$ cat config.mk
export PLATFORM = sky130hd
export DESIGN_NAME = mem_access_ctrl
export DESIGN_NICKNAME = d
export VERILOG_FILES = /design/src/rtl/mem_access_ctrl.sv
export SDC_FILE = /design/constraint.sdc
export NUM_CORES = 1
export LEC_CHECK = 0
export BUFFER_PORTS_ARGS = -buffer_cell sky130_fd_sc_hd__clkbuf_2
export CORE_MARGIN = 4
export CORE_UTILIZATION = 40
export CTS_CLUSTER_SIZE = 24
export DETAILED_ROUTE_END_ITERATION = 10
export HOLD_SLACK_MARGIN = 0.06
export MAX_ROUTING_LAYER = met4
export PLACE_DENSITY = 0.67
export SLEW_MARGIN = 20
export SYNTH_ARGS = -nofsm -noshare
export SYNTH_HDL_FRONTEND = slang
export SYNTH_SLANG_ARGS = --single-unit
$ cat constraint.sdc
create_clock -name clk -period 2.4 [get_ports clk]
set_input_delay 0.36 -clock clk [delete_from_list [all_inputs] [get_ports clk]]
set_output_delay 0.36 -clock clk [all_outputs]
set_load 0.01 [all_outputs]
$ cat src/rtl/mem_access_ctrl.sv
// MEM-stage data-memory access controller: one request/response transaction per
// load/store, with store lane alignment, load extraction/extension and misalign rejection.
module mem_access_ctrl #(
  parameter int unsigned ADDR_W = 64,
  parameter int unsigned DATA_W = 64
) (
  input  logic              clk,
  input  logic              rst,
  input  logic              req_valid,
  input  logic              req_we,
  input  logic [ADDR_W-1:0] req_addr,
  input  logic [DATA_W-1:0] req_wdata,
  input  logic [7:0]        req_wmask,
  input  logic [2:0]        req_width,
  output logic              req_stall,
  output logic              ld_valid,
  output logic [DATA_W-1:0] ld_data,
  output logic              misalign,
  output logic              mem_rw_valid,
  input  logic              mem_rw_ready,
  output logic              mem_rw_wen,
  output logic [ADDR_W-1:0] mem_rw_addr,
  output logic [DATA_W-1:0] mem_rw_wdata,
  output logic [7:0]        mem_rw_wmask,
  input  logic              mem_resp_valid,
  input  logic [DATA_W-1:0] mem_resp_rdata
);

  localparam logic [2:0] WidthDw  = 3'd1;
  localparam logic [2:0] WidthW   = 3'd2;
  localparam logic [2:0] WidthHw  = 3'd3;
  localparam logic [2:0] WidthB   = 3'd4;
  localparam logic [2:0] WidthUw  = 3'd5;
  localparam logic [2:0] WidthUhw = 3'd6;
  localparam logic [2:0] WidthUb  = 3'd7;

  typedef enum logic [1:0] {StIdle, StReq, StWait, StDone} state_e;

  state_e            state_q;
  logic [2:0]        width_q;
  logic              req_misalign;
  logic [DATA_W-1:0] rd_shifted;
  logic [DATA_W-1:0] ld_ext;

  assign req_stall = req_valid && (state_q != StDone);

  always_comb begin
    req_misalign = 1'b1;
    case (req_width)
      WidthDw:           req_misalign = (req_addr[2:0] != 3'd0);
      WidthW,  WidthUw:  req_misalign = (req_addr[1:0] != 2'd0);
      WidthHw, WidthUhw: req_misalign = req_addr[0];
      WidthB,  WidthUb:  req_misalign = 1'b0;
      default:           req_misalign = 1'b1;
    endcase
  end

  // The registered request address supplies the byte offset for extraction.
  always_comb begin
    rd_shifted = mem_resp_rdata >> {mem_rw_addr[2:0], 3'b000};
    ld_ext     = rd_shifted;
    case (width_q)
      WidthB:   ld_ext = {{(DATA_W-8){rd_shifted[7]}}, rd_shifted[7:0]};
      WidthUb:  ld_ext = {{(DATA_W-8){1'b0}}, rd_shifted[7:0]};
      WidthHw:  ld_ext = {{(DATA_W-16){rd_shifted[15]}}, rd_shifted[15:0]};
      WidthUhw: ld_ext = {{(DATA_W-16){1'b0}}, rd_shifted[15:0]};
      WidthW:   ld_ext = {{(DATA_W-32){rd_shifted[31]}}, rd_shifted[31:0]};
      WidthUw:  ld_ext = {{(DATA_W-32){1'b0}}, rd_shifted[31:0]};
      default:  ld_ext = rd_shifted;
    endcase
  end

  always_ff @(posedge clk) begin
    if (rst) begin
      state_q      <= StIdle;
      width_q      <= 3'd0;
      mem_rw_valid <= 1'b0;
      mem_rw_wen   <= 1'b0;
      mem_rw_addr  <= '0;
      mem_rw_wdata <= '0;
      mem_rw_wmask <= 8'h00;
      ld_valid     <= 1'b0;
      ld_data      <= '0;
      misalign     <= 1'b0;
    end else begin
      unique case (state_q)
        StIdle: begin
          if (req_valid) begin
            if (req_misalign) begin
              misalign <= 1'b1;
              state_q  <= StDone;
            end else begin
              mem_rw_valid <= 1'b1;
              mem_rw_wen   <= req_we;
              mem_rw_addr  <= req_addr;
              mem_rw_wdata <= req_wdata << {req_addr[2:0], 3'b000};
              mem_rw_wmask <= req_we ? req_wmask : 8'h00;
              width_q      <= req_width;
              state_q      <= StReq;
            end
          end
        end
        StReq: begin
          if (mem_rw_ready) begin
            mem_rw_valid <= 1'b0;
            state_q      <= StWait;
          end
        end
        StWait: begin
          if (mem_resp_valid) begin
            if (!mem_rw_wen) begin
              ld_data  <= ld_ext;
              ld_valid <= 1'b1;
            end
            state_q <= StDone;
          end
        end
        StDone: begin
          ld_valid <= 1'b0;
          misalign <= 1'b0;
          state_q  <= StIdle;
        end
        default: state_q <= StIdle;
      endcase
    end
  end

endmodule

# --- Yosys cells after proc, flatten, opt, wreduce, memory -nomap -nowiden ---
# Index checks and enable logic that the tools add are counted.
op_classes:
  n_addsub: 0
  n_mul: 0
  div: 0
  order_cmp: 0
  n_eq_ne: 23
  n_shift: 2
  mux: 18
  bitwise: 2
  n_reduce_logical: 16
ops:
  columns: ["op", "n"]
  rows:
  - ["case mux 64 bit (6 select lines)", 1]
  - ["left shift 64 x 6 -> 64 bit", 1]
  - [">> shifter 64 x 6 -> 64 bit", 1]
  - ["== test 3 bit, second input constant", 8]
  - ["AND reduction 3 bit", 5]
  - ["!= test 2 bit, second input constant", 7]
  - ["== test 3 x 2 -> 1 bit, second input constant", 4]
  - ["two-way mux 2 bit", 4]
  - ["two-way mux 8 bit", 1]
  - ["case mux 2 bit (4 select lines)", 1]
  - ["nonzero test 2 bit", 4]
  - ["two-way mux 1 bit", 7]
  - ["case mux 1 bit (2 select lines)", 3]
  - ["OR reduction 2 bit", 3]
  - ["== test 2 bit, second input constant", 2]
  - ["case mux 1 bit (4 select lines)", 1]
  - ["AND reduction 4 bit", 1]
  - ["== test 3 x 1 -> 1 bit, second input constant", 1]
  - ["nonzero test 3 bit", 1]
  - ["== test 2 x 1 -> 1 bit, second input constant", 1]
  - ["zero test 2 bit", 1]
  - ["NOT 1 bit", 2]
  - ["logical AND 1 bit", 1]
word_totals:
  register_bits: 209
  latch_bits: 0
  ram_bits: 0
  rom_bits: 0
  in_bits: 209
  out_inout_bits: 205
  wordCells: 71
  n_memories: 0

# --- Logic depth before layout (Yosys ltp) ---
# Gate-level depths: netlist of the first run.
logic_depth:
  ltp_word: 6
  depth_mapped: 10

# --- Worst setup path before layout of the first run ---
# No wires, ideal clock.
synth_path:
  path_type: "reg2reg"
  startpoint: "register state_q[0]"
  endpoint: "register ld_data[32]"
  arrival_time_ps: 1870
  slack_ps: 384
  stages_incl_launch_ff: 9
  n_path_buf: 1
  synth_period_minus_slack_ps: 2016
  path_cell_list: "dfxtp_1 > inv_1 > ha_1 > nand2_1 > nor2_1 > o41ai_4 > nor3_4 > buf_6 > a211oi_2"
synth_via:
  elab_chain_len: 2
synth_lines:
  columns: ["element", "line", "text"]
  rows:
  - ["start: declaration", "39", "state_e state_q;"]
  - ["start signal: assignment", "75", "state_q <= StIdle;"]
  - ["start signal: assignment", "91", "state_q <= StDone;"]
  - ["start signal: assignment", "99", "state_q <= StReq;"]
  - ["== test 2 bit", "86", "unique case (state_q)"]
  - ["AND reduction 3 bit (no line)", null, null]
  - ["end signal: assignment", "112", "ld_data <= ld_ext;"]
  - ["end: declaration", "17", "output logic [DATA_W-1:0] ld_data,"]
# Every way passes these cells.
# A chain may end at the register's enable or synchronous reset.

# --- Worst setup path in the final report of the first run ---
layout_path:
  startpoint: "register state_q[0]"
  endpoint: "register mem_rw_addr[62]"
layout_via:
  elab_chain_len: 2
layout_lines:
  columns: ["element", "line", "text"]
  rows:
  - ["zero test 2 bit", "86", null]
  - ["AND reduction 3 bit (no line)", null, null]
  - ["end signal: assignment", "95", "mem_rw_addr <= req_addr;"]
  - ["end: declaration", "22", "output logic [ADDR_W-1:0] mem_rw_addr,"]
# Every way passes these cells.

==> results.json, run 1 <==
{
  "postPlaceCellArea_sq_um": 13600,
  "yosys.cell_count.top_type": "nand2_1",
  "syn_area_sq_um": 11060,
  "slowest_delay_ns": 0.56,
  "gp_congestion": 0.9650,
  "report.final.setup_viol": 0,
  "pwr-share-clk_pct": 33.4,
  "synth.top_cell.area_share_pct": 37.84,
  "clockRootBuffer": "clkbuf_16",
  "fp.dieArea_sq_um": 30370,
  "startpoint_type": "flop",
  "initial_core_util_pct": 40.80,
  "hold_path.class": "in -> reg",
  "dieHeight_um": 174.3,
  "clock_skew_ns": 0.01145,
  "clkLatencyLatePin_ns": 0.53,
  "final_cells": 2099,
  "final_nets": 1924,
  "numCtsBuffers": 25,
  "first_pass_iters": 6,
  "syn_nets": 1492,
  "power_switching_share_pct": 33.70,
  "synthArstFlopShare_pct": 0,
  "area_delta_synth_final_pct": 36.80,
  "core_sq_um": 27100,
  "grt_pass1_wl_um": 64910,
  "first_iter_violations": 936,
  "vias": 11511,
  "syn_avg_cell_area_sq_um": 8.652,
  "max-clock-path-buffers": 3,
  "seqPwrFrac_pct": 35.2,
  "end_kind": "flop",
  "maxCapViolations": 0,
  "period_share_pct": 91.80,
  "grt_usage_pct": 27.39,
  "grt_max_degree": 92,
  "crit_path_max_fanout": 21,
  "syn-instance-count": 1278,
  "timing.final.crit_period_ns": 2.203,
  "io_pins": 414,
  "power.density_nw_per_um2": 785.8,
  "cp.arrival_ns": 2.68,
  "hold_violations": 0,
  "drt-total-wl_um": 42960,
  "place_inst": 1990,
  "p_sw_w": 0.004006,
  "clk_pin_slew_ns": 0.06,
  "multi_input_area_sq_um": 6344,
  "synthFlopType": "dfxtp_1",
  "synth_cell_type_count": 55,
  "synth_edf_count": 0,
  "antenna_found_initial": 1,
  "critPathSlowestCell": "dlygate4sd3_1",
  "ir_drop_uv": 528.9,
  "slew_headroom_pct": 58.22,
  "drive_above_1_share_pct": 36.04,
  "p_leak_nw": 6.352,
  "portBuffers": 413,
  "drc": 0,
  "ys_seq_elements": 209,
  "yosysSeqAreaShare_pct": 37.84,
  "cts_tree": "built",
  "design_area_sq_um": 15130,
  "vias_per_cell": 5.484,
  "cts_max_level": 1,
  "worstSetupPathType": "reg -> reg",
  "grt_setup_unrepaired": "false",
  "crit_family": "buffers and inverters",
  "ys_top_cells_by_count": "nand2_1, dfxtp_1, a21oi_1",
  "dp_hpwl_um": 31040,
  "rows": 60,
  "status": "complete, no violations",
  "ff_latch_area_sq_um": 4188,
  "finalSetupTns_ns": 0,
  "grt_pass1_vias": 11377,
  "comb_power_share_pct": 31.3,
  "wl_per_cell_um": 20.47,
  "synthTopCellsByArea": "dfxtp_1, mux2i_1, nand2_1",
  "tightestPinTransition_ns": 0.6254,
  "cp_num_buf_inv": 4,
  "p_int_w": 0.007880,
  "die_w_um": 174.3,
  "crit_required_ns": 2.88,
  "crit_chain": "inv_1, ha_1, nand2_1, inv_1, o2111a_4, buf_6, nand2_1, a21oi_1, dlygate4sd3_1",
  "slew_violations": 0,
  "grt-ovfl-total": 0,
  "cts.sinks": 209,
  "ys_warn_count": 0,
  "ant_nets": 0,
  "synth_top_cell_by_area": "dfxtp_1",
  "fillers": 2492,
  "maxClockFrequency_mhz": 453.9
}
==> final timing paths <==
| check | from | end | slack (ns) | cells past startpoint |
|---|---|---|---|---|
| hold / removal | req_addr[55] | mem_rw_addr[55] | 0.08 | 3 |
| setup reg to reg | state_q[0] | mem_rw_addr[62] | 0.20 | 9 |
| setup / recovery | state_q[0] | mem_rw_addr[62] | 0.20 | 9 |
| hold reg to reg | mem_rw_addr[22] | mem_rw_addr[22] | 0.45 | 2 |
==> per-layer routing <==
metal	part of all wire (%)	track usage, %
met1	39	32.46
met5	0	-
met4	4.1	9.502
met2	49	46.05
met3	8.4	6.024
==> timing repair <==
item / CTS / global route
buffers inserted: 0 / 3
hold buffers: 61 / 0
endpoints found under the setup margin: 0 / 1
hold endpoints to repair: 60 / 0
gates resized for setup: 0 / 1
==> layout make-up <==
class | instances | area share (%)
diodes | 1 | 0.01654
clock buffers | 35 | 4.847
clock inverters | 8 | 0.8189
inverters | 11 | 0.2730
multi-input cells | 943 | 41.94
flip-flops and latches | 209 | 27.69
well taps | 372 | 3.077
repair buffers | 520 | 21.34
==> cell families after synthesis <==
| group | Yosys count | share of synthesized area (%) |
|---|---|---|
| muxes | 168 | 19.03 |
| adders and majority gates | 5 | 0.5658 |
| and+or+nand+nor | 467 | 18.09 |
| DFF | 209 | 37.84 |
| xor gates and xnor gates | 1 | 0.07923 |
| buffers and inverters | 126 | 5.092 |
| AOI/OAI and AO/OA | 302 | 19.29 |
==> placed cells by master, fill, tap and decap left out, types with 24 or more instances in the layout <==
cell,instances
nor3_1,29
dfxtp_1,206
a21oi_1,133
clkbuf_16,26
a211oi_2,40
mux4_2,30
nand2_1,237
buf_4,31
o22ai_1,24
mux2_2,34
nand3_1,31
mux2i_1,103
a211oi_1,50
nor2_1,118
clkbuf_2,411
dlygate4sd3_1,61
==> state kept, by name, indices dropped and copies added (netlist names), 2 cells and up <==
signal	count
mem_rw_wmask	8
mem_rw_wdata	64
state_q	2
ld_data	64
mem_rw_addr	64
width_q	3
==> stage by stage <==
step                      setup WS [ns]  util, %  hold slack [ns]  total power, W
final                            0.1968    55.81          0.08469         0.01189
after detailed placement         0.2887    50.20           0.4455        0.007845
after CTS                       0.06461    55.61          0.06562         0.01193
after global placement           0.3413    50.20           0.4398        0.007785
after global routing            0.03018    55.81          0.08443         0.01247
after floorplan                  0.3844        -           0.4761        0.006419
==> power groups by stage <==
stage | clock network (W) | logic (W) | registers, W
finish | 0.00398 | 0.00372 | 0.00419
CTS | 0.00406 | 0.00368 | 0.00419
floorplan | 0 | 0.00203 | 0.00438
global placement | 0 | 0.00354 | 0.00425
detailed placement | 0 | 0.00358 | 0.00426
global route | 0.00418 | 0.00405 | 0.00424
==> worst register-to-register path: cells and delay by family, from the launching register on <==
| family | cells | cell delay (ns) |
|---|---|---|
| simple gates | 2 | 0.16 |
| flops | 1 | 0.33 |
| buf+inv | 4 | 1.00 |
| compound gates | 2 | 0.40 |
| fa+ha+maj | 1 | 0.25 |
(Power assumes the default switching activity.)
==> inputs of run 2 (changes only) <==
--- a/config.mk
+++ b/config.mk
@@ -5,7 +5,10 @@
 export SDC_FILE = /design/constraint.sdc
 export NUM_CORES = 1
 export LEC_CHECK = 0
+export ABC_AREA = 1
+export ABC_CLOCK_PERIOD_IN_PS = 2400
 export BUFFER_PORTS_ARGS = -buffer_cell sky130_fd_sc_hd__clkbuf_2
+export CAP_MARGIN = 10
 export CORE_MARGIN = 4
 export CORE_UTILIZATION = 40
 export CTS_CLUSTER_SIZE = 24
==> run 2 against run 1 <==
Net effect:
- die area grew 4.2%
- clock power shrank 4%
- synthesized cell count grew 51%
- global-route usage grew 1.3 points
- worst setup slack gained 0.0042 ns
- core utilization shrank 1.4 points
==> results.json, run 2 <==
{
  "report.final.setup_viol": 0,
  "die_w_um": 177.9,
  "grt_usage_pct": 28.72,
  "clkLatencyLatePin_ns": 0.54,
  "met1_usage_pct": 36.10,
  "core_sq_um": 28090,
  "vias": 13858,
  "gp_congestion": 0.9782,
  "finalSetupTns_ns": 0,
  "setup_ws_ns": 0.2010,
  "synth.top_cell.area_share_pct": 36.25,
  "grt_setup_unrepaired": "false",
  "ys_warn_count": 0,
  "reg2reg_slack_ns": 0.39,
  "power.density_nw_per_um2": 779.0,
  "status": "complete, no violations",
  "syn-instance-count": 1926,
  "hold_path.class": "in -> reg",
  "fp.dieArea_sq_um": 31640,
  "end_kind": "output pin",
  "initial_core_util_pct": 41.09,
  "grt-ovfl-total": 0,
  "cp.arrival_ns": 1.84,
  "crit_required_ns": 2.04,
  "vias_per_cell": 5.116,
  "reg2reg_to": "ld_data[26]",
  "place_inst": 2607,
  "first_iter_violations": 1390,
  "rr_startpoint": "state_q[0]",
  "slew_headroom_pct": 55.55,
  "crit_path_max_fanout": 39,
  "synthTopCellsByArea": "dfxtp_1, nand2_1, nand3_1",
  "design_area_sq_um": 15280,
  "clock_skew_ns": 0.01786,
  "grt_util_met2_pct": 45.46,
  "rows": 61,
  "final_common_cell": "nand2_1",
  "grt_max_degree": 119,
  "p_leak_nw": 7.667,
  "drive_above_1_share_pct": 22.53,
  "first_pass_iters": 6,
  "timing.final.crit_period_ns": 2.199,
  "grt_pass1_vias": 13171,
  "crit_path_end": "mem_rw_addr[0]",
  "antenna_found_initial": 1,
  "dp_hpwl_um": 33090,
  "drt-total-wl_um": 46190,
  "ys_top_cells_by_count": "nand2_1, nor2_1, dfxtp_1",
  "worstSetupPathType": "reg -> out",
  "place_ws_ns": 0.3524,
  "ff2ff_path_depth": 7,
  "cts_tree": "built",
  "synth_top_cell_by_area": "dfxtp_1",
  "drc": 0,
  "ir_drop_uv": 513.0,
  "total_power_w": 0.01190,
  "portBuffers": 413,
  "syn_avg_cell_area_sq_um": 5.993,
  "area_delta_synth_final_pct": 32.39,
  "dieHeight_um": 177.9,
  "cts.sinks": 209,
  "tightestPinTransition_ns": 0.6643,
  "synthArstFlopShare_pct": 0,
  "synthFlopType": "dfxtp_1",
  "cp-startpoint": "mem_rw_addr[0]",
  "grt_util_met3_pct": 5.582,
  "mostFrequentLayoutCells": "nand2_1, clkbuf_2, nor2_1, dfxtp_1, nand3_1",
  "slew_violations": 0,
  "grt_pass1_wl_um": 70970,
  "syn_nets": 2140,
  "postPlaceCellArea_sq_um": 13880,
  "ys_seq_elements": 209,
  "wl_per_cell_um": 17.05,
  "yosys.cell_count.top_type": "nand2_1",
  "io_pins": 414,
  "final_cells": 2709,
  "max-clock-path-buffers": 3,
  "maxClockFrequency_mhz": 454.7,
  "hold_violations": 0,
  "clk_pin_slew_ns": 0.06,
  "cts_max_level": 1,
  "clockRootBuffer": "clkbuf_16",
  "numCtsBuffers": 25,
  "yosysSeqAreaShare_pct": 36.25,
  "synth_cell_type_count": 25,
  "final_nets": 2526,
  "fillers": 2885,
  "synth_edf_count": 0,
  "maxCapViolations": 0,
  "syn_area_sq_um": 11540,
  "post_cts_resized": 0,
  "reg_top3": "ld_data (64), mem_rw_addr (64), mem_rw_wdata (64)",
  "grt_busiest_layer": "met2",
  "period_share_pct": 91.63,
  "startpoint_type": "flop",
  "ant_nets": 0
}
run 2: worst min-delay path by stage:
stage | slack, ns | end | from | cells after the start
after detailed placement | 0.45 | mem_rw_addr[9] | mem_rw_addr[9] | 2
after global routing | 0.07 | mem_rw_addr[11] | req_addr[11] | 3
after CTS | 0.06 | mem_rw_addr[38] | req_addr[38] | 3
final | 0.08 | mem_rw_addr[38] | req_addr[38] | 3
after floorplan | 0.46 | width_q[0] | width_q[0] | 2
after global placement | 0.45 | misalign | misalign | 2
run 2: routing by layer:
layer	share of wire [%]	wire length, um	vias to the layer above
li1	-	-	6890
met3	9.0	4164	101
met1	41	18740	6190
met5	0	0	-
met2	46	21330	677
met4	4.2	1955	0
run 2: cell type report:
cell class,count,area [sq um],share of cell area (%)
Multi-Input combinational cell,1462,6327,41.41
Timing Repair Buffer,504,3043,19.91
Clock inverter,12,111.4,0.7287
Inverter,110,412.9,2.702
Clock buffer,33,725.7,4.749
Antenna cell,1,2.502,0.01638
Sequential cell,209,4185,27.39
Tap cell,378,473.0,3.095
run 2: through the flow:
step | util (%) | hold WS (ns)
3_3_place_gp | 49.42 | 0.4474
5_1_grt | 54.41 | 0.07167
3_5_place_dp | 49.42 | 0.4542
6_report | 54.41 | 0.07971
4_1_cts | 54.40 | 0.06206
2_1_floorplan | - | 0.4586
run 2: power by group:
group          total, W  internal [W]  switching, W
Combinational   0.00379       0.00138       0.00241
Clock           0.00382       0.00225       0.00157
Sequential      0.00429       0.00397      0.000320
run 2: critical path, stage by stage, from the launching register on:
cell and delay [ns]:
dfxtp_2 0.42, buf_4 0.37, buf_4 0.33, clkbuf_2 0.18
run 2: cells by family after synthesis:
group                      share of synthesized area, %
and+or+nand+nor                                   39.73
AOI/OAI and AO/OA                                 14.35
buffers and inverters                             9.127
adders and majority gates                        0.5420
DFF                                               36.25
run 2: what timing repair did:
item                                   CTS  global route
hold buffers                            56             0
setup buffers                            0             0
endpoints found under the hold margin   56             0
==> inputs of run 3 (changes only) <==
--- a/config.mk
+++ b/config.mk
@@ -13,8 +13,8 @@
 export CORE_UTILIZATION = 40
 export CTS_CLUSTER_SIZE = 24
 export DETAILED_ROUTE_END_ITERATION = 10
+export GPL_TIMING_DRIVEN = 0
 export HOLD_SLACK_MARGIN = 0.06
-export MAX_ROUTING_LAYER = met4
 export PLACE_DENSITY = 0.67
 export SLEW_MARGIN = 20
 export SYNTH_ARGS = -nofsm -noshare
==> run 3 against run 2 <==
Net effect:
- global-route usage grew 4.5 points
- total power up 0.24%
- first-iteration DRC count is 20% lower
- cell area shrank 0.85%
- combinational power is 5% higher
- flip-flop and latch count is the same
- maximum frequency shrank 1.8%
- critical endpoint is now ld_data[12]
- largest power group unchanged
==> results.json, run 3 (synthesis results as in run 2) <==
{
  "crit_required_ns": 2.82,
  "wl_per_cell_um": 19.60,
  "dieHeight_um": 177.9,
  "worstSetupPathType": "reg -> reg",
  "cp_num_buf_inv": 5,
  "numCtsBuffers": 24,
  "grt_usage_pct": 33.17,
  "vias_per_cell": 5.213,
  "clk_pin_slew_ns": 0.06,
  "rows": 61,
  "clkLatencyLatePin_ns": 0.52,
  "die_w_um": 177.9,
  "hp-start": "req_addr[10]",
  "place_ws_ns": -0.05399,
  "first_pass_iters": 8,
  "grt-ovfl-total": 0,
  "mostFrequentLayoutCells": "nand2_1, clkbuf_2, nor2_1, dfxtp_1, nand3_1",
  "cts.sinks": 209,
  "maxCapViolations": 0,
  "cp.arrival_ns": 2.66,
  "end_kind": "flop",
  "slew_headroom_pct": 42.40,
  "final_nets": 2605,
  "drc": 0,
  "crit_path_max_fanout": 10,
  "vias": 14512,
  "postPlaceCellArea_sq_um": 14080,
  "ir_drop_uv": 502.1,
  "report.final.setup_viol": 0,
  "fp.dieArea_sq_um": 31640,
  "tightestPinTransition_ns": 0.8640,
  "antenna_found_initial": 2,
  "design_area_sq_um": 15150,
  "slowest_delay_ns": 0.51,
  "reg_top3": "ld_data (64), mem_rw_addr (64), mem_rw_wdata (64)",
  "grt_pass1_wl_um": 81480,
  "first_iter_violations": 1108,
  "timing.final.crit_period_ns": 2.239,
  "p_leak_nw": 7.625,
  "rr_startpoint": "mem_rw_addr[2]",
  "crit_chain": "clkbuf_1, inv_1, buf_2, clkbuf_1, nand2_1, nand3_1, nand3_1, nand2_1, inv_1",
  "finalSetupTns_ns": 0,
  "max-clock-path-buffers": 3,
  "period_share_pct": 93.29,
  "drive_above_1_share_pct": 22.49,
  "initial_core_util_pct": 41.09,
  "hold_path.class": "in -> reg",
  "grt_max_degree": 14,
  "ant_nets": 0,
  "power.density_nw_per_um2": 787.6,
  "grt_pass1_vias": 14215,
  "cp-startpoint": "mem_rw_addr[2]",
  "hold_violations": 0,
  "final_common_cell": "nand2_1",
  "slew_violations": 0,
  "drt-total-wl_um": 54570,
  "area_delta_synth_final_pct": 31.26,
  "clock_skew_ns": 0.008913,
  "startpoint_type": "flop",
  "drt-met1-wl_um": 20950,
  "cts_max_level": 1,
  "setup_ws_ns": 0.1611,
  "gp_congestion": 1.034,
  "core_sq_um": 28090,
  "routed-wl-met2_um": 25970,
  "total_power_w": 0.01193,
  "maxClockFrequency_mhz": 446.6,
  "cts_tree": "built",
  "dp_hpwl_um": 43770,
  "grt_setup_unrepaired": "false",
  "top_layer_used": "met5",
  "critPathSlowestCell": "clkbuf_1",
  "portBuffers": 412,
  "io_pins": 414,
  "status": "complete, no violations",
  "met3WireLength_um": 4467,
  "crit_family": "buffers and inverters",
  "clockRootBuffer": "clkbuf_16"
}
-- run 3: cell types whose count changed in the layout (fill, tap and decap cells not counted), sizes merged, moves of 2 or more --
cell,change
dlygate4sd3,-29
clkinvlp,+2
inv,-3
clkbuf,+74
clkinv,-4
buf,+34
-- run 3: worst paths after layout --
kind                     endpoint  slack [ns]  cells past startpoint
setup / recovery      ld_data[12]        0.16                      9
hold reg to reg   mem_rw_addr[10]        0.46                      2
hold / removal    mem_rw_addr[10]        0.08                      3
setup reg to reg      ld_data[12]        0.16                      9
-- run 3: stage by stage --
step | util, % | std cells | hold slack (ns)
2_1_floorplan | - | 1926 | 0.4586
3_3_place_gp | 50.12 | 2716 | 0.4516
3_5_place_dp | 50.12 | 2716 | 0.4544
4_1_cts | 53.92 | 2783 | 0.06073
5_1_grt | 53.93 | 2783 | 0.07561
6_report | 53.94 | 2784 | 0.07505
-- run 3: where the power goes --
group | switching, W | internal (W) | leakage [nW]
clock | 0.00146 | 0.00222 | 0.385
sequential | 0.000305 | 0.00397 | 1.70
combinational | 0.00263 | 0.00134 | 5.54
-- run 3: metal layers --
layer | vias to the layer above | global-route usage (%)
met5 | - | 0
met4 | 4 | 16.76
met3 | 152 | 7.904
met2 | 649 | 56.90
met1 | 6645 | 38.48
li1 | 7062 | -
-- run 3: timing repair --
| action | CTS | global route |
|---|---|---|
| hold buffers | 27 | 0 |
| setup buffers | 0 | 0 |
| endpoints found under the setup margin | 6 | 11 |
| resized for setup | 1 | 6 |
| pin swaps | 0 | 1 |
| endpoints found under the hold margin | 27 | 0 |
-- run 3: layout make-up --
type	instances	area [sq um]
Clock buffer	32	691.9
Clock inverter	8	98.84
Inverter	110	412.9
Fill cell	3010	12940
Tap cell	378	473.0
Multi-Input combinational cell	1462	6311
Timing Repair Buffer	439	2332
Buffer	145	643.1
Sequential cell	209	4185
Antenna cell	1	2.502
-- run 3: worst min-delay path: cells and delay by family --
kind / cells / cell delay [ns]
buffers and inverters: 1 / 0.08
AOI/OAI and AO/OA: 1 / 0.05
and+or+nand+nor: 1 / 0.06
